--- config.mk ---
export PLATFORM = sky130hd
export DESIGN_NAME = acq_sequencer
export DESIGN_NICKNAME = d
export VERILOG_FILES = /design/src/rtl/acq_pkg.sv /design/src/rtl/acq_trig_qual.sv /design/src/rtl/acq_sequencer.sv
export SDC_FILE = /design/constraint.sdc
export NUM_CORES = 1
export LEC_CHECK = 0
export CELL_PAD_IN_SITES_DETAIL_PLACEMENT = 1
export CELL_PAD_IN_SITES_GLOBAL_PLACEMENT = 1
export CORE_UTILIZATION = 37
export CTS_CLUSTER_DIAMETER = 40
export DETAILED_ROUTE_END_ITERATION = 7
export PLACE_DENSITY_LB_ADDON = 0.2
export SKIP_LAST_GASP = 1
export SLEW_MARGIN = 5
export SYNTH_ARGS = -nofsm -noshare
export SYNTH_HDL_FRONTEND = slang
export SYNTH_SLANG_ARGS = --single-unit
--- constraint.sdc ---
create_clock -name CLK -period 4.6 [get_ports CLK]
set_clock_uncertainty 0.2 [all_clocks]
set_input_delay 0.92 -clock CLK [delete_from_list [all_inputs] [get_ports CLK]]
set_output_delay 0.92 -clock CLK [all_outputs]
set_load 0.005 [all_outputs]
--- src/rtl/acq_pkg.sv ---
// Shared definitions for the acquisition sequencer: state codes and default widths.
package acq_pkg;

  localparam int AW_DEF = 18;
  localparam int TW_DEF = 16;

  // Codes are visible to the host through the STATE status field.
  typedef enum logic [2:0] {
    ST_IDLE = 3'd0,
    ST_PRE  = 3'd1,
    ST_ARM  = 3'd2,
    ST_POST = 3'd3,
    ST_DONE = 3'd4
  } acq_state_e;

endpackage

--- src/rtl/acq_trig_qual.sv ---
// Trigger qualifier: CLK_EN-gated rising-edge detector on the raw trigger
// plus the auto-trigger timeout counter. Decisions are combinational so the
// sequencer can register them on the same edge as the state change.
module acq_trig_qual
  import acq_pkg::*;
#(
  parameter int TW = TW_DEF
) (
  input  logic          clk,
  input  logic          rst_n,
  input  logic          clk_en,
  input  logic          arm_load,      // this edge enters ARM
  input  logic          in_arm,        // currently in ARM
  input  logic          trig_in,
  input  logic          auto_en,
  input  logic [TW-1:0] auto_timeout,
  output logic          trig_hit,
  output logic          trig_forced
);

  logic          trig_prev_q, trig_prev_d;
  logic [TW-1:0] to_cnt_q, to_cnt_d;
  logic          edge_hit, tmo_hit;

  // Qualified trigger: a real edge always beats a simultaneous timeout.
  always_comb begin
    edge_hit    = in_arm & clk_en & trig_in & ~trig_prev_q;
    tmo_hit     = in_arm & clk_en & auto_en & (to_cnt_q == auto_timeout);
    trig_hit    = edge_hit | tmo_hit;
    trig_forced = tmo_hit & ~edge_hit;
  end

  // History/timeout update. On ARM entry the history is seeded with the
  // present level so a trigger already high when arming does not fire.
  always_comb begin
    trig_prev_d = trig_prev_q;
    to_cnt_d    = to_cnt_q;
    if (arm_load) begin
      trig_prev_d = trig_in;
      to_cnt_d    = '0;
    end else if (in_arm && clk_en) begin
      trig_prev_d = trig_in;
      if (auto_en) to_cnt_d = to_cnt_q + TW'(1);
    end
  end

  // Qualifier state registers.
  always_ff @(posedge clk) begin
    if (!rst_n) begin
      trig_prev_q <= 1'b0;
      to_cnt_q    <= '0;
    end else begin
      trig_prev_q <= trig_prev_d;
      to_cnt_q    <= to_cnt_d;
    end
  end

endmodule

--- src/rtl/acq_sequencer.sv ---
// Acquisition sequencer: IDLE -> PRE (pre-trigger fill) -> ARM -> POST
// (post-trigger window) -> DONE (readout hold). Owns the sample RAM write
// pointer/enable, trigger position capture and the window-counter controls.
module acq_sequencer
  import acq_pkg::*;
#(
  parameter int AW = AW_DEF,
  parameter int TW = TW_DEF
) (
  input  logic          CLK,
  input  logic          RST_N,
  input  logic          CLK_EN,
  input  logic          CMD_START,
  input  logic          CMD_STOP,
  input  logic          CMD_ACK,
  input  logic          CONT,
  input  logic          AUTO,
  input  logic [AW-1:0] PRE_DATA,
  input  logic [TW-1:0] AUTO_TIMEOUT,
  input  logic          TRIG_IN,
  input  logic          WIN_READY,
  output logic          START_WRITE,
  output logic          TRIG_EVENT,
  output logic          WE_EN,
  output logic [AW-1:0] WPTR,
  output logic [AW-1:0] TRIG_POS,
  output logic          TRIG_FORCED,
  output logic          ACQ_DONE,
  output logic [2:0]    STATE
);

  logic [2:0]    state_q, state_d;
  logic [AW-1:0] pre_cnt_q, pre_cnt_d;
  logic [AW-1:0] wptr_q, wptr_d;
  logic [AW-1:0] trig_pos_q, trig_pos_d;
  logic          start_write_q, start_write_d;
  logic          trig_event_q, trig_event_d;
  logic          we_en_q, we_en_d;
  logic          trig_forced_q, trig_forced_d;
  logic          acq_done_q, acq_done_d;

  logic          pre_done;
  logic          arm_load;
  logic          trig_hit, trig_hit_forced;

  assign arm_load = (state_q != ST_ARM) && (state_d == ST_ARM);

  acq_trig_qual #(.TW(TW)) u_trig_qual (
    .clk          (CLK),
    .rst_n        (RST_N),
    .clk_en       (CLK_EN),
    .arm_load     (arm_load),
    .in_arm       (state_q == ST_ARM),
    .trig_in      (TRIG_IN),
    .auto_en      (AUTO),
    .auto_timeout (AUTO_TIMEOUT),
    .trig_hit     (trig_hit),
    .trig_forced  (trig_hit_forced)
  );

  // Pre-fill ends when the count reaches PRE_DATA; a zero depth skips it at once.
  always_comb begin
    pre_done = (PRE_DATA == '0) || (CLK_EN && ((pre_cnt_q + AW'(1)) == PRE_DATA));
  end

  // State register.
  always_ff @(posedge CLK) begin
    if (!RST_N) state_q <= ST_IDLE;
    else        state_q <= state_d;
  end

  // Next-state: STOP beats everything, ACK beats START.
  always_comb begin
    state_d = state_q;
    if (CMD_STOP) begin
      state_d = ST_IDLE;
    end else begin
      case (state_q)
        ST_IDLE: if (CMD_START && !CMD_ACK) state_d = ST_PRE;
        ST_PRE:  if (pre_done)              state_d = ST_ARM;
        ST_ARM:  if (trig_hit)              state_d = ST_POST;
        ST_POST: if (WIN_READY)             state_d = ST_DONE;
        ST_DONE: if (CMD_ACK)               state_d = CONT ? ST_PRE : ST_IDLE;
        default:                            state_d = ST_IDLE;
      endcase
    end
  end

  // Registered outputs and datapath: pointer, pre counter, controls.
  always_comb begin
    pre_cnt_d     = pre_cnt_q;
    wptr_d        = wptr_q;
    trig_pos_d    = trig_pos_q;
    start_write_d = start_write_q;
    trig_event_d  = trig_event_q;
    we_en_d       = we_en_q;
    trig_forced_d = trig_forced_q;
    acq_done_d    = acq_done_q;
    if (CMD_STOP) begin
      // Abort keeps WPTR/TRIG_POS so the host can inspect a partial capture.
      start_write_d = 1'b0;
      trig_event_d  = 1'b0;
      we_en_d       = 1'b0;
      acq_done_d    = 1'b0;
    end else begin
      case (state_q)
        ST_IDLE, ST_DONE: begin
          if (state_q == ST_DONE && CMD_ACK) acq_done_d = 1'b0;
          if (state_d == ST_PRE) begin
            wptr_d        = '0;
            pre_cnt_d     = '0;
            we_en_d       = 1'b1;
            trig_forced_d = 1'b0;
            trig_pos_d    = '0;
          end
        end
        ST_PRE: begin
          if (CLK_EN) begin
            wptr_d    = wptr_q + AW'(1);
            pre_cnt_d = pre_cnt_q + AW'(1);
          end
        end
        ST_ARM: begin
          if (CLK_EN) wptr_d = wptr_q + AW'(1);
          if (trig_hit) begin
            trig_pos_d    = wptr_q;
            start_write_d = 1'b1;
            trig_event_d  = 1'b1;
            trig_forced_d = trig_hit_forced;
          end
        end
        ST_POST: begin
          if (WIN_READY) begin
            // RAM frozen: the pointer does not advance on the completing edge.
            we_en_d       = 1'b0;
            start_write_d = 1'b0;
            trig_event_d  = 1'b0;
            acq_done_d    = 1'b1;
          end else if (CLK_EN) begin
            wptr_d = wptr_q + AW'(1);
          end
        end
        default: begin
          start_write_d = 1'b0;
          trig_event_d  = 1'b0;
          we_en_d       = 1'b0;
          acq_done_d    = 1'b0;
        end
      endcase
    end
  end

  // Datapath/output registers.
  always_ff @(posedge CLK) begin
    if (!RST_N) begin
      pre_cnt_q     <= '0;
      wptr_q        <= '0;
      trig_pos_q    <= '0;
      start_write_q <= 1'b0;
      trig_event_q  <= 1'b0;
      we_en_q       <= 1'b0;
      trig_forced_q <= 1'b0;
      acq_done_q    <= 1'b0;
    end else begin
      pre_cnt_q     <= pre_cnt_d;
      wptr_q        <= wptr_d;
      trig_pos_q    <= trig_pos_d;
      start_write_q <= start_write_d;
      trig_event_q  <= trig_event_d;
      we_en_q       <= we_en_d;
      trig_forced_q <= trig_forced_d;
      acq_done_q    <= acq_done_d;
    end
  end

  assign START_WRITE = start_write_q;
  assign TRIG_EVENT  = trig_event_q;
  assign WE_EN       = we_en_q;
  assign WPTR        = wptr_q;
  assign TRIG_POS    = trig_pos_q;
  assign TRIG_FORCED = trig_forced_q;
  assign ACQ_DONE    = acq_done_q;
  assign STATE       = state_q;

endmodule

==> summary.txt, run 1 <==
Power
  • Pleak: 1.95 nW
  • Maximum vdd drop: 0.146 mV
  • P per Cell Area: 272 nW/um^2

CTS
  • Hold buffers post-CTS: 0
  • CTS sink count: 78
  • CTS root buf: clkbuf_16
  • Clock latency on the worst-skew pair: 350 ps
  • CTS max path bufs: 2
  • # Post-CTS Setup Buffers: 0
  • CTS HTree Levels: 3
  • Clock transition at the registers of the reported paths: 60 ps
  • CTS tree: yes
  • Cts repair resizes: 0
  • CTS Buf Count: 9

Yosys
  • Post-Syn Area: 4570 um^2
  • Synth Area in Adders: less than 1%
  • Post-synth EDFFs: 0
  • Asr flop ratio synth: 0%
  • Mux cell area share after synthesis: less than 1%
  • Synth Area in Compound Gates: about a fifth
  • Most frequent cells after synthesis: dfxtp_1 (78), nor2_1 (64), nand2_1 (63)
  • Xor/xnor share of the synthesized area: 9.77%
  • Area leader, netlist: dfxtp_1
  • Syn nets: 639
  • Syn Area/Cell: just under 8 um^2
  • Yosys warnings: 0
  • Main synth FF type: dfxtp_1
  • Area share of the largest cell type after synthesis: between 30% and 40%
  • Largest cells by area after synthesis: dfxtp_1 (34%), a31oi_1 (6.6%), nor2_1 (5.3%)
  • Cells after Synth: 592
  • Synth unique cells: 56
  • Register area share after synthesis: 34.1%
  • Main combinational cell family by area after synthesis: simple AND/OR/NAND/NOR gates
  • Most common cell in the synthesized netlist: dfxtp_1
  • Simple-gate portion of the synthesized area: 31.2%
  • Flop and latch count out of synthesis: 78

Worst setup path
  • Crit path launch type: flop
  • Crit-path max FO: 16
  • CP required: 4600 ps
  • Crit path arrival time: just under 4000 ps
  • Reg-to-Reg Start: pre_cnt_q[0]
  • Worst R2R Path Depth: 9
  • Setup Crit Path Kind: flop to flop
  • Worst setup path end: u_trig_qual.to_cnt_q[9]
  • CP Launch Point: pre_cnt_q[0]
  • Crit end category: flop
  • Worst reg2reg setup slack: around 740 ps
  • R2R Path End: u_trig_qual.to_cnt_q[9]

STA
  • Final Worst Setup Slack: around 740 ps
  • Setup-failing EPs final: 0
  • Final hold vios: 0
  • Peak Freq: 0.259 GHz
  • Final Slew Violations: 0
  • Worst-Margin Slew: 1120 ps
  • Max_slew headroom: 24.9%
  • RSZ-0062 raised after global routing: false
  • Setup tns final: 0 ps
  • Final min period: 3860 ps
  • Tcrit/Tclk final: a little over four fifths

Hold path
  • Worst Hold Class: flop to flop
  • Hold path depth: 2

Floorplan
  • Std cell rows: 40
  • Die Area: 12800 um^2
  • Num ports: 88
  • Initial Util: between 30% and 40%
  • Die height: 113 um
  • Core area: 12000 um^2
  • Die Width: 113 um

GRT
  • GRT Residual Overflow: 0
  • Initial antenna violation count: 0
  • First-pass GRT wire length: 23800 um
  • Vias in the first global route: 4703
  • GRT Total Usage: 23.6%
  • Largest net degree at the start of global routing: 37

Drt
  • Number of vias per cell: 5.69
  • Avg WL per Cell: 18.0 um
  • Routed WL: 14600 um
  • First DRT Iteration DRCs: 210
  • Post-detailed-route count of antenna-violating nets: 0
  • First-pass DRT Iterations: 5
  • DR DRC count: 0
  • Vias: 4619

Finish
  • Fin nets: 707
  • Share of cells above drive strength 1: 5.71%
  • Synthesis-to-layout area growth: 28.0%
  • ANT cells: 0

Placed design
  • HPWL Detailed: between 10000 and 15000 um
  • Placement Setup Slack: 457 ps
  • # port buffers: 87
  • Routability cong.: 0.831

Job
  • MaxCap Viol Count: 0

Run status
  • Status: finished clean
registers in the layout (all words and copies together), names as in the netlist:
| signal | count |
|---|---|
| ACQ_DONE | 1 |
| STATE | 3 |
| TRIG_EVENT | 1 |
| TRIG_FORCED | 1 |
| TRIG_POS | 18 |
| WE_EN | 1 |
| WPTR | 18 |
| pre_cnt_q | 18 |
| u_trig_qual.to_cnt_q | 16 |
| u_trig_qual.trig_prev_q | 1 |
power breakdown:
part	total (mW)	leakage, nW	internal, mW	switching, mW
combinational	0.128	1.17	0.0612	0.0663
clock	0.786	0.156	0.491	0.294
sequential	0.678	0.628	0.676	0.00157
cell type report:
| class | instances | area (um^2) |
|---|---|---|
| clock buffers | 11 | 243 |
| clock inverters | 5 | 81.3 |
| fillers | 1492 | 6160 |
| inverters | 5 | 18.8 |
| multi-input cells | 471 | 2840 |
| flip-flops and latches | 78 | 1560 |
| well taps | 147 | 184 |
| repair buffers | 95 | 931 |
metal layers:
layer  GRT usage [%]  routed length (um)  vias up
li1                -                   -     2265
met1            30.3                6900     2260
met2            40.2                6980       80
met3            3.91                 560       14
met4            7.98                 202        0
met5               0                   0        -
cells by family after synthesis:
family	after synthesis
compound gates	139
buf+inv	43
simple gates	276
flops	78
mux	2
fa+ha+maj	3
xor+xnor	51
worst max-delay path, cell delays in order, from the launching register on:
cell and delay, ps:
dfxtp_1 450, ha_1 380, and4_4 310, nand3_4 120
or3_1 420, a2111o_1 470, nor4_4 350, o21ai_1 190
o31ai_4 680, nor2_1 140
placed cells by master, fill, tap and decap left out, drive strengths merged, types with 2 or more instances in the layout:
cell type | netlist | final
a31oi | 48 | 48
and4 | 5 | 5
nand4 | 13 | 13
bufinv | 0 | 2
nor3 | 11 | 11
nand2 | 63 | 63
a32oi | 2 | 2
mux2i | 2 | 2
clkdlybuf4s50 | 0 | 87
inv | 5 | 6
or3 | 10 | 10
or2 | 6 | 6
dfxtp | 78 | 78
xor2 | 25 | 25
o22ai | 6 | 6
buf | 14 | 8
o21a | 7 | 7
clkbuf | 24 | 11
nand2b | 11 | 11
nor2b | 24 | 24
o211ai | 2 | 2
xnor2 | 26 | 26
nor4b | 2 | 2
a211oi | 2 | 2
nor3b | 6 | 6
a311oi | 2 | 2
o31ai | 3 | 3
a21oi | 12 | 12
nor4 | 15 | 15
nor2 | 64 | 64
and2 | 7 | 7
ha | 3 | 3
or4 | 2 | 2
and3 | 14 | 14
o21ai | 42 | 42
a21boi | 2 | 2
nand3 | 22 | 22
stage by stage:
stage	cell area [um^2]	std cells	power, mW	util, %	hold slack, ps
final	5860	812	1.59	48.8	282
after global routing	5860	812	1.64	48.8	300
after CTS	5860	812	1.60	48.8	285
after detailed placement	5530	796	0.820	46.1	271
after global placement	5530	796	0.816	46.1	257
after floorplan	4570	592	0.754	-	262
how the worst min path moves through the flow:
| stage | startpoint | endpoint |
|---|---|---|
| finish | TRIG_POS[15] | TRIG_POS[15] |
| detailed placement | WE_EN | WE_EN |
| CTS | WE_EN | WE_EN |
| global route | WE_EN | WE_EN |
| floorplan | TRIG_POS[17] | TRIG_POS[17] |
| global placement | TRIG_POS[16] | TRIG_POS[16] |
Power figures use the tool's default switching activity.
==> run 2: changes to the inputs <==
==> constraint.sdc (replaced) <==
create_clock -name CLK -period 3.74 [get_ports CLK]
set_clock_uncertainty 0.2 [all_clocks]
set_input_delay 0.748 -clock CLK [delete_from_list [all_inputs] [get_ports CLK]]
set_output_delay 0.748 -clock CLK [all_outputs]
set_load 0.005 [all_outputs]
==> summary.txt, run 2 (same netlist as run 1, synthesis figures left out) <==
Run status
  • Status: finished clean

Power
  • Int Pwr: 1.55 mW (+26%)
  • Clk pwr share: 49.4% (about the same)
  • Pleak: 2.08 nW (+6.5%)
  • Sequential Power Share: 42.2% (-0.4 points)
  • Sw frac: 21.4% (-1.3 points)
  • Logic pwr share: 8.4% (+0.4 points)
  • P per Cell Area: 327 nW/um^2 (+20%)
  • Maximum vdd drop: 0.290 mV (+98%)
  • NetSw: 0.423 mW (+17%)

STA
  • Final Slew Violations: 0 (unchanged)
  • Final min period: 3430 ps (-431 ps)
  • Worst-Margin Slew: 1010 ps (-110 ps)
  • Peak Freq: 0.291 GHz (+13%)
  • Setup-failing EPs final: 0 (unchanged)
  • RSZ-0062 raised after global routing: false
  • Final hold vios: 0 (unchanged)
  • Setup tns final: 0 ps (unchanged)
  • Max_slew headroom: 32.3% (+7.4 points)
  • Tcrit/Tclk final: 91.8% (+7.8 points)

CTS
  • CTS max path bufs: 2 (unchanged)
  • Clock transition at the registers of the reported paths: 60 ps (about the same)
  • Hold buffers post-CTS: 0 (unchanged)
  • CTS root buf: clkbuf_16
  • Cts repair resizes: 0 (unchanged)
  • CTS HTree Levels: 3 (unchanged)
  • CTS tree: yes
  • CTS Buf Count: 9 (unchanged)
  • Clock latency on the worst-skew pair: 340 ps (about the same)
  • # Post-CTS Setup Buffers: 0 (unchanged)
  • CTS sink count: 78 (unchanged)

Worst setup path
  • Crit end category: flop
  • Worst reg2reg setup slack: 310 ps (-430 ps)
  • CP required: 3750 ps (-850 ps)
  • Worst path buffer plus inverter count: 0 (unchanged)
  • Crit path arrival time: 3440 ps (-420 ps)
  • Crit-path leading delay family: simple AND/OR/NAND/NOR gates
  • Worst-path cell chain: nand4_1 -> nor4_1 -> a31oi_1 -> o211a_2 -> nor4_4 -> a21boi_1 -> o21a_1 -> or4_1
  • Crit-path max FO: 7 (-9)
  • Setup Crit Path Kind: flop to flop
  • Crit path launch type: flop
  • Slowest CP cell: nor4_1
  • R2R Path End: u_trig_qual.trig_prev_q
  • Worst R2R Path Depth: 8 (-1)
  • Reg-to-Reg Start: pre_cnt_q[7]
  • Worst path max stage delay: 750 ps (+70 ps)

Floorplan
  • Initial Util: 38.1% (unchanged)
  • Core area: 12000 um^2 (unchanged)
  • Std cell rows: 40 (unchanged)
  • Die Width: 113 um (unchanged)
  • Die height: 113 um (unchanged)
  • Die Area: 12800 um^2 (unchanged)
  • Num ports: 88 (unchanged)

Finish
  • ANT cells: 0 (unchanged)
  • Fillcell total: 1494 (+0.13%)
  • Most common cell after layout, fill and taps aside: clkdlybuf4s50_1
  • Synthesis-to-layout area growth: 32.2%
  • Share of cells above drive strength 1: 8.73% (+3.0 points)
  • Final cell count without fillers: 834 (+2.7%)
  • Most frequent cells in the layout: clkdlybuf4s50_1 (87), dfxtp_1 (78), nor2_1 (64), nand2_1 (63), a31oi_1 (48)
  • Design Area, Final: 6040 um^2 (+3.2%)
  • Fin nets: 729 (+3.1%)

Placed design
  • Routability cong.: 0.826 (-0.59%)
  • HPWL Detailed: 10700 um (+0.89%)
  • Placed cell areas: 5710 um^2 (+3.2%)
  • Cells after DPL: 818 (+2.8%)
  • # port buffers: 87 (unchanged)

GRT
  • Top Usage Layer GRT: met2
  • Met2 usage: 39.4% (-0.74 points)
  • First-pass GRT wire length: 24300 um (+1.9%)
  • Initial antenna violation count: 0 (unchanged)
  • Met3 usage: 4.71% (+0.80 points)
  • Largest net degree at the start of global routing: 37 (unchanged)
  • GRT Residual Overflow: 0 (unchanged)
  • GRT Total Usage: 23.8% (+0.15 points)
  • Vias in the first global route: 4789 (+1.8%)
  • M1 GR Usage: 31.1% (+0.81 points)

Job
  • MaxCap Viol Count: 0 (unchanged)

Hold path
  • Hold path depth: 1 (-1)
  • Hold Crit Start: WE_EN
  • Worst Hold Class: flop to flop
  • WHS Endpoint: WE_EN

Drt
  • Vias: 4739 (+2.6%)
  • Number of vias per cell: 5.68 (-0.11%)
  • First DRT Iteration DRCs: 274 (+30%)
  • Avg WL per Cell: 17.7 um (-1.7%)
  • Routed WL: 14800 um (+0.99%)
  • DR DRC count: 0 (unchanged)
  • First-pass DRT Iterations: 4 (-1)
  • Post-detailed-route count of antenna-violating nets: 0 (unchanged)
==> run 2: per-stage QoR <==
step,setup WS (ps),utilization (%),hold slack [ps],power [mW]
2_1_floorplan,448,-,262,0.928
3_5_place_dp,-25.5,47.5,265,1.02
5_1_grt,42.6,50.3,301,2.04
6_report,307,50.3,275,1.98
4_1_cts,332,50.3,279,2.00
3_3_place_gp,65.3,47.5,253,1.01
==> run 2: power by group through the flow <==
stage                     logic, mW  clock network (mW)  registers, mW
after floorplan              0.0767                   0          0.851
after global placement        0.161                   0          0.852
after detailed placement      0.166                   0          0.852
after CTS                     0.167                1.00          0.833
after global routing          0.180                1.03          0.833
final                         0.167               0.975          0.834
==> run 2: worst max-delay path by stage <==
stage	cells past startpoint	slack, ps	startpoint	endpoint
final	8	310	pre_cnt_q[7]	u_trig_qual.trig_prev_q
after global routing	8	40	pre_cnt_q[7]	u_trig_qual.trig_prev_q
after CTS	9	330	PRE_DATA[13]	u_trig_qual.trig_prev_q
after detailed placement	9	-30	PRE_DATA[13]	u_trig_qual.trig_prev_q
after global placement	9	70	PRE_DATA[13]	u_trig_qual.trig_prev_q
after floorplan	9	450	pre_cnt_q[0]	u_trig_qual.trig_prev_q
==> run 2: cell type report <==
cell class | count | area (um^2) | share of cell area [%]
Inverter | 5 | 18.8 | 0.310
Timing Repair Buffer | 117 | 1110 | 18.3
Clock buffer | 13 | 270 | 4.47
Multi-Input combinational cell | 471 | 2840 | 46.9
Clock inverter | 3 | 65.1 | 1.08
Tap cell | 147 | 184 | 3.04
Sequential cell | 78 | 1560 | 25.8
==> run 2: routing by layer <==
metal	wire length, um	vias up
li1	-	2313
met3	539	16
met4	225	0
met2	6790	85
met1	7230	2325
met5	0	-
==> run 3: changes to the inputs <==
--- a/config.mk
+++ b/config.mk
@@ -11,6 +11,7 @@
 export CTS_CLUSTER_DIAMETER = 40
 export DETAILED_ROUTE_END_ITERATION = 7
 export PLACE_DENSITY_LB_ADDON = 0.2
+export RECOVER_POWER = 25
 export SKIP_LAST_GASP = 1
 export SLEW_MARGIN = 5
 export SYNTH_ARGS = -nofsm -noshare
==> summary.txt, run 3 (same netlist as run 1, synthesis figures left out) <==
GRT
  • Vias in the first global route: 4789 (unchanged)
  • GRT Residual Overflow: 0 (unchanged)
  • First-pass GRT wire length: 24300 um (unchanged)
  • GRT Total Usage: 23.8% (unchanged)
  • Initial antenna violation count: 0 (unchanged)
  • Largest net degree at the start of global routing: 37 (unchanged)

Drt
  • DR DRC count: 0 (unchanged)
  • Number of vias per cell: 5.67 (-0.21%)
  • Avg WL per Cell: 17.7 um (-0.35%)
  • Post-detailed-route count of antenna-violating nets: 0 (unchanged)
  • First DRT Iteration DRCs: 258 (-5.8%)
  • First-pass DRT Iterations: 4 (unchanged)
  • Routed WL: 14700 um (-0.35%)
  • Vias: 4729 (-0.21%)

Worst setup path
  • Crit-path max FO: 7 (unchanged)
  • CP required: 3750 ps (about the same)
  • Slowest CP cell: nor4_1
  • Crit path launch type: flop
  • Crit end category: flop
  • Setup Crit Path Kind: flop to flop
  • Worst-path cell chain: nand4_1 -> nor4_1 -> a31oi_1 -> o211a_2 -> nor4_4 -> a21boi_1 -> o21a_1 -> or4_1
  • Worst reg2reg setup slack: 320 ps (about the same)
  • Worst path max stage delay: 750 ps (about the same)
  • Crit path arrival time: 3430 ps (about the same)
  • Reg-to-Reg Start: pre_cnt_q[7]
  • Worst R2R Path Depth: 8 (unchanged)
  • R2R Path End: u_trig_qual.trig_prev_q

CTS
  • CTS root buf: clkbuf_16
  • CTS max path bufs: 2 (unchanged)
  • CTS Buf Count: 9 (unchanged)
  • # Post-CTS Setup Buffers: 0 (unchanged)
  • Hold buffers post-CTS: 0 (unchanged)
  • CTS sink count: 78 (unchanged)
  • Clock transition at the registers of the reported paths: 60 ps (about the same)
  • Cts repair resizes: 0 (unchanged)
  • CTS HTree Levels: 3 (unchanged)
  • CTS tree: yes
  • Clock latency on the worst-skew pair: 340 ps (about the same)

Power
  • Pleak: 2.18 nW (+4.7%)
  • P per Cell Area: 327 nW/um^2 (+0.10%)
  • Maximum vdd drop: 0.293 mV (+0.87%)

Placed design
  • Routability cong.: 0.826 (unchanged)
  • # port buffers: 87 (unchanged)
  • Placed cell areas: 5710 um^2 (unchanged)
  • HPWL Detailed: 10700 um (unchanged)

STA
  • Worst-Margin Slew: 991 ps (-20.5 ps)
  • Setup-failing EPs final: 0 (unchanged)
  • Final Slew Violations: 0 (unchanged)
  • Tcrit/Tclk final: 91.5% (-0.34 points)
  • RSZ-0062 raised after global routing: false
  • Max_slew headroom: 33.7% (+1.4 points)
  • Peak Freq: 0.292 GHz (+0.38%)
  • Final min period: 3420 ps (-12.9 ps)
  • Setup tns final: 0 ps (unchanged)
  • Final hold vios: 0 (unchanged)

Finish
  • Most common cell after layout, fill and taps aside: dfxtp_1
  • Synthesis-to-layout area growth: 32.1% (about the same)
  • Most frequent cells in the layout: dfxtp_1 (78), nor2_1 (64), nand2_1 (63), clkdlybuf4s50_1 (58), a31oi_1 (48)
  • Share of cells above drive strength 1: 8.59% (-0.15 points)
  • Reg area: 1560 um^2 (unchanged)
  • Design Area, Final: 6040 um^2 (about the same)
  • Fillcell total: 1495 (+0.067%)
  • ANT cells: 0 (unchanged)
  • Multi-input gate area: 2840 um^2 (unchanged)
  • Fin nets: 729 (unchanged)

Hold path
  • Hold path depth: 1 (unchanged)
  • Hold Crit Start: WE_EN
  • Worst Hold Class: flop to flop
  • WHS Endpoint: WE_EN

Floorplan
  • Die Area: 12800 um^2 (unchanged)
  • Core area: 12000 um^2 (unchanged)
  • Std cell rows: 40 (unchanged)
  • Die height: 113 um (unchanged)
  • Die Width: 113 um (unchanged)
  • Initial Util: 38.1% (unchanged)
  • Num ports: 88 (unchanged)

Job
  • MaxCap Viol Count: 0 (unchanged)

Run status
  • Status: finished clean
-- run 3: changes by cell type in the layout (fill, tap and decap cells not counted), sizes merged --
| cell | previous run | this run |
|---|---|---|
| dlygate4sd3 | 0 | 29 |
| clkdlybuf4s50 | 87 | 58 |
| buf | 30 | 29 |
| clkbuf | 13 | 14 |
-- run 3: per-stage QoR --
stage / instances / power (mW) / hold WS [ps] / setup WS (ps) / utilization [%]
floorplan: 592 / 0.928 / 262 / 448 / -
global placement: 818 / 1.01 / 253 / 65.3 / 47.5
detailed placement: 818 / 1.02 / 265 / -25.5 / 47.5
CTS: 834 / 2.00 / 279 / 332 / 50.3
global route: 834 / 2.04 / 296 / 42.6 / 50.3
finish: 834 / 1.98 / 270 / 320 / 50.3
-- run 3: power breakdown --
part	switching, mW	leakage (nW)	internal (mW)
clock network	0.339	0.166	0.638
registers	0.00173	0.628	0.832
logic	0.0843	1.38	0.0816
total	0.425	2.18	1.55
-- run 3: layer usage --
metal,share of wire [%],vias to the layer above,track usage (%)
met3,3.7,18,4.71
met4,1.6,0,7.28
met2,46,85,39.4
met5,0,-,0
li1,-,2315,-
met1,49,2311,31.1
-- run 3: critical path, delay by kind of cell (launching register included) --
| kind | cells | cell delay (ps) |
|---|---|---|
| compound gates | 4 | 710 |
| flops | 1 | 480 |
| simple gates | 4 | 1900 |
-- run 3: final cells by class --
cell class / count / share of cell area, %
clock buffers: 13 / 4.47
clock inverters: 3 / 1.08
inverters: 5 / 0.311
multi-input cells: 471 / 47.0
flip-flops and latches: 78 / 25.8
well taps: 147 / 3.04
repair buffers: 117 / 18.3
-- run 3: worst max path at each step --
stage | start | to | slack, ps | depth (start not counted)
2_1_floorplan | pre_cnt_q[0] | u_trig_qual.trig_prev_q | 450 | 9
3_3_place_gp | PRE_DATA[13] | u_trig_qual.trig_prev_q | 70 | 9
3_5_place_dp | PRE_DATA[13] | u_trig_qual.trig_prev_q | -30 | 9
4_1_cts | PRE_DATA[13] | u_trig_qual.trig_prev_q | 330 | 9
5_1_grt | pre_cnt_q[7] | u_trig_qual.trig_prev_q | 40 | 8
6_report | pre_cnt_q[7] | u_trig_qual.trig_prev_q | 320 | 8
==> RTL change (config.mk and constraints of run 2) <==
Reset style: asynchronous (`RST_N` and `rst_n`), changed in 3 clocked blocks.
--- a/src/rtl/acq_trig_qual.sv
+++ b/src/rtl/acq_trig_qual.sv
@@ -45,7 +45,7 @@
   end
 
   // Qualifier state registers.
-  always_ff @(posedge clk) begin
+  always_ff @(posedge clk or negedge rst_n) begin
     if (!rst_n) begin
       trig_prev_q <= 1'b0;
       to_cnt_q    <= '0;
--- a/src/rtl/acq_sequencer.sv
+++ b/src/rtl/acq_sequencer.sv
@@ -64,7 +64,7 @@
   end
 
   // State register.
-  always_ff @(posedge CLK) begin
+  always_ff @(posedge CLK or negedge RST_N) begin
     if (!RST_N) state_q <= ST_IDLE;
     else        state_q <= state_d;
   end
@@ -151,7 +151,7 @@
   end
 
   // Datapath/output registers.
-  always_ff @(posedge CLK) begin
+  always_ff @(posedge CLK or negedge RST_N) begin
     if (!RST_N) begin
       pre_cnt_q     <= '0;
       wptr_q        <= '0;
Behaviour: differs if RST_N is asserted again (counterexample within 4 cycles, from zero or initial values and one cycle with RST_N low); with RST_N held inactive, the same outputs for 4 cycles.
==> RTL change against run 2 <==
Wire length shrank 7.9%; sequential cell count is the same; power grew 12%; worst setup slack gained 120 ps; synthesized cell count shrank 8.4%; design area shrank 0.66%; area after synthesis grew 1.8%; critical endpoint is now u_trig_qual.trig_prev_q$_DFFE_PN0P_; highest routed layer unchanged.
==> RTL change: results (changes against run 2) <==
* Synth async-reset ratio at 100% (was 0%)
* Worst min path class: flip-flop to flip-flop (unchanged)
* Placed Cells at 778 (was 818)
* Max FO, Critical Path at 9 (was 7)
* Avg Inst Size Synth at 8.59 sq um (was 7.72 sq um)
* Sequential area share after synthesis at 41.9% (was 34.1%)
* HPWL Detailed at 10.0 mm (was 10.7 mm)
* Largest net degree at the start of global routing at 79 (was 37)
* Hold Startpoint: TRIG_POS[6]$_DFFE_PN0P_ (was WE_EN$_SDFFE_PP0P_)
* Leak at 2.38 nW (was 2.08 nW)
* Post-route cell area at 6000 sq um (was 6040 sq um)
* DR iter-0 viols at 180 (was 274)
* Most frequent cells after synthesis: 81 x nand2_1, 78 x dfrtp_1, 60 x nor2_1 (was 78 x dfxtp_1, 64 x nor2_1, 63 x nand2_1)
* Synth Area in XOR/XNOR at 10.9% (was 9.77%)
* Yosys cell types at 62 (was 56)
* Post-synth net total at 589 (was 639)
* Status: finished clean (unchanged)
* Fin Hold WS at 281 ps (was 275 ps)
* GRT Util Overall at 22.2% (was 23.8%)
* Area share of fa/ha/maj cells after synthesis at 0.806% (was 0.821%)
* Data arrival time of the worst path at 3340 ps (was 3440 ps)
* Proportion of layout cells with a drive suffix above 1 at 6.55% (was 8.73%)
* Vias in the first global route at 4303 (was 4789)
* Critical R2R Launch: pre_cnt_q[0]$_DFFE_PN0P_ (was pre_cnt_q[7]$_SDFFE_PN0P_)
* R2r setup slk at 430 ps (was 310 ps)
* Fin nets at 668 (was 729)
* Post-route non-filler standard cell count at 794 (was 834)
* Worst VDD drop at 0.000181 V (was 0.000290 V)
* Setup crit end: u_trig_qual.trig_prev_q$_DFFE_PN0P_ (was u_trig_qual.trig_prev_q$_SDFFE_PN0P_)
* Synth area leaders: dfrtp_1 42%, nand2_1 6.5%, xnor2_1 5.6% (was dfxtp_1 34%, a31oi_1 6.6%, nor2_1 5.3%)
* Compound-Gate Fraction of Synth Area at 15.2% (was 19.3%)
* Hold path endpoint: TRIG_POS[6]$_DFFE_PN0P_ (was WE_EN$_SDFFE_PP0P_)
* Final worst slack at 432 ps (was 307 ps)
* Worst hold path depth at 2 (was 1)
* Most common cell in the netlist: nand2_1 (was dfxtp_1)
* First-pass GRT wire length at 22.6 mm (was 24.3 mm)
* Setup Buffers After CTS at 0 (unchanged)
* Total Wirelength at 13.6 mm (was 14.8 mm)
* Primary FF master, synth: dfrtp_1 (was dfxtp_1)
* Mux cell area share after synthesis at 0.887% (was 0.438%)
* Placer Congestion at 0.860 (was 0.826)
* Pre-CTS WS at 138 ps (was -25.5 ps)
RTL change: area by class of cell:
type / count / share of cell area [%]
inverter: 10 / 0.625
tap: 168 / 3.50
clock inverter: 3 / 0.708
multi-input combinational: 425 / 42.4
timing repair buffer: 97 / 15.9
clock buffer: 13 / 4.33
sequential: 78 / 32.5
RTL change: per-layer routing:
metal | share of wire, % | routed length, um | global-route usage, % | up-vias
met5 | 0 | 0 | 0 | -
met4 | 1.2 | 163 | 8.83 | 0
met3 | 2.4 | 327 | 2.91 | 10
met2 | 47 | 6470 | 36.0 | 78
met1 | 49 | 6660 | 30.0 | 2118
li1 | - | - | - | 2081
RTL change: power by group:
part | internal (W) | total, W | switching (W)
registers | 0.000889 | 0.000975 | 0.0000861
logic | 0.000157 | 0.000318 | 0.000161
clock network | 0.000553 | 0.000910 | 0.000357
RTL change: worst max-delay path: stages (launching register included):
cell and delay, ps:
dfrtp_1 470, ha_1 300, nand3_2 230, or3_1 460, nor4bb_1 320, o221ai_1 180
or4_4 490, a21oi_1 200, mux2_1 330
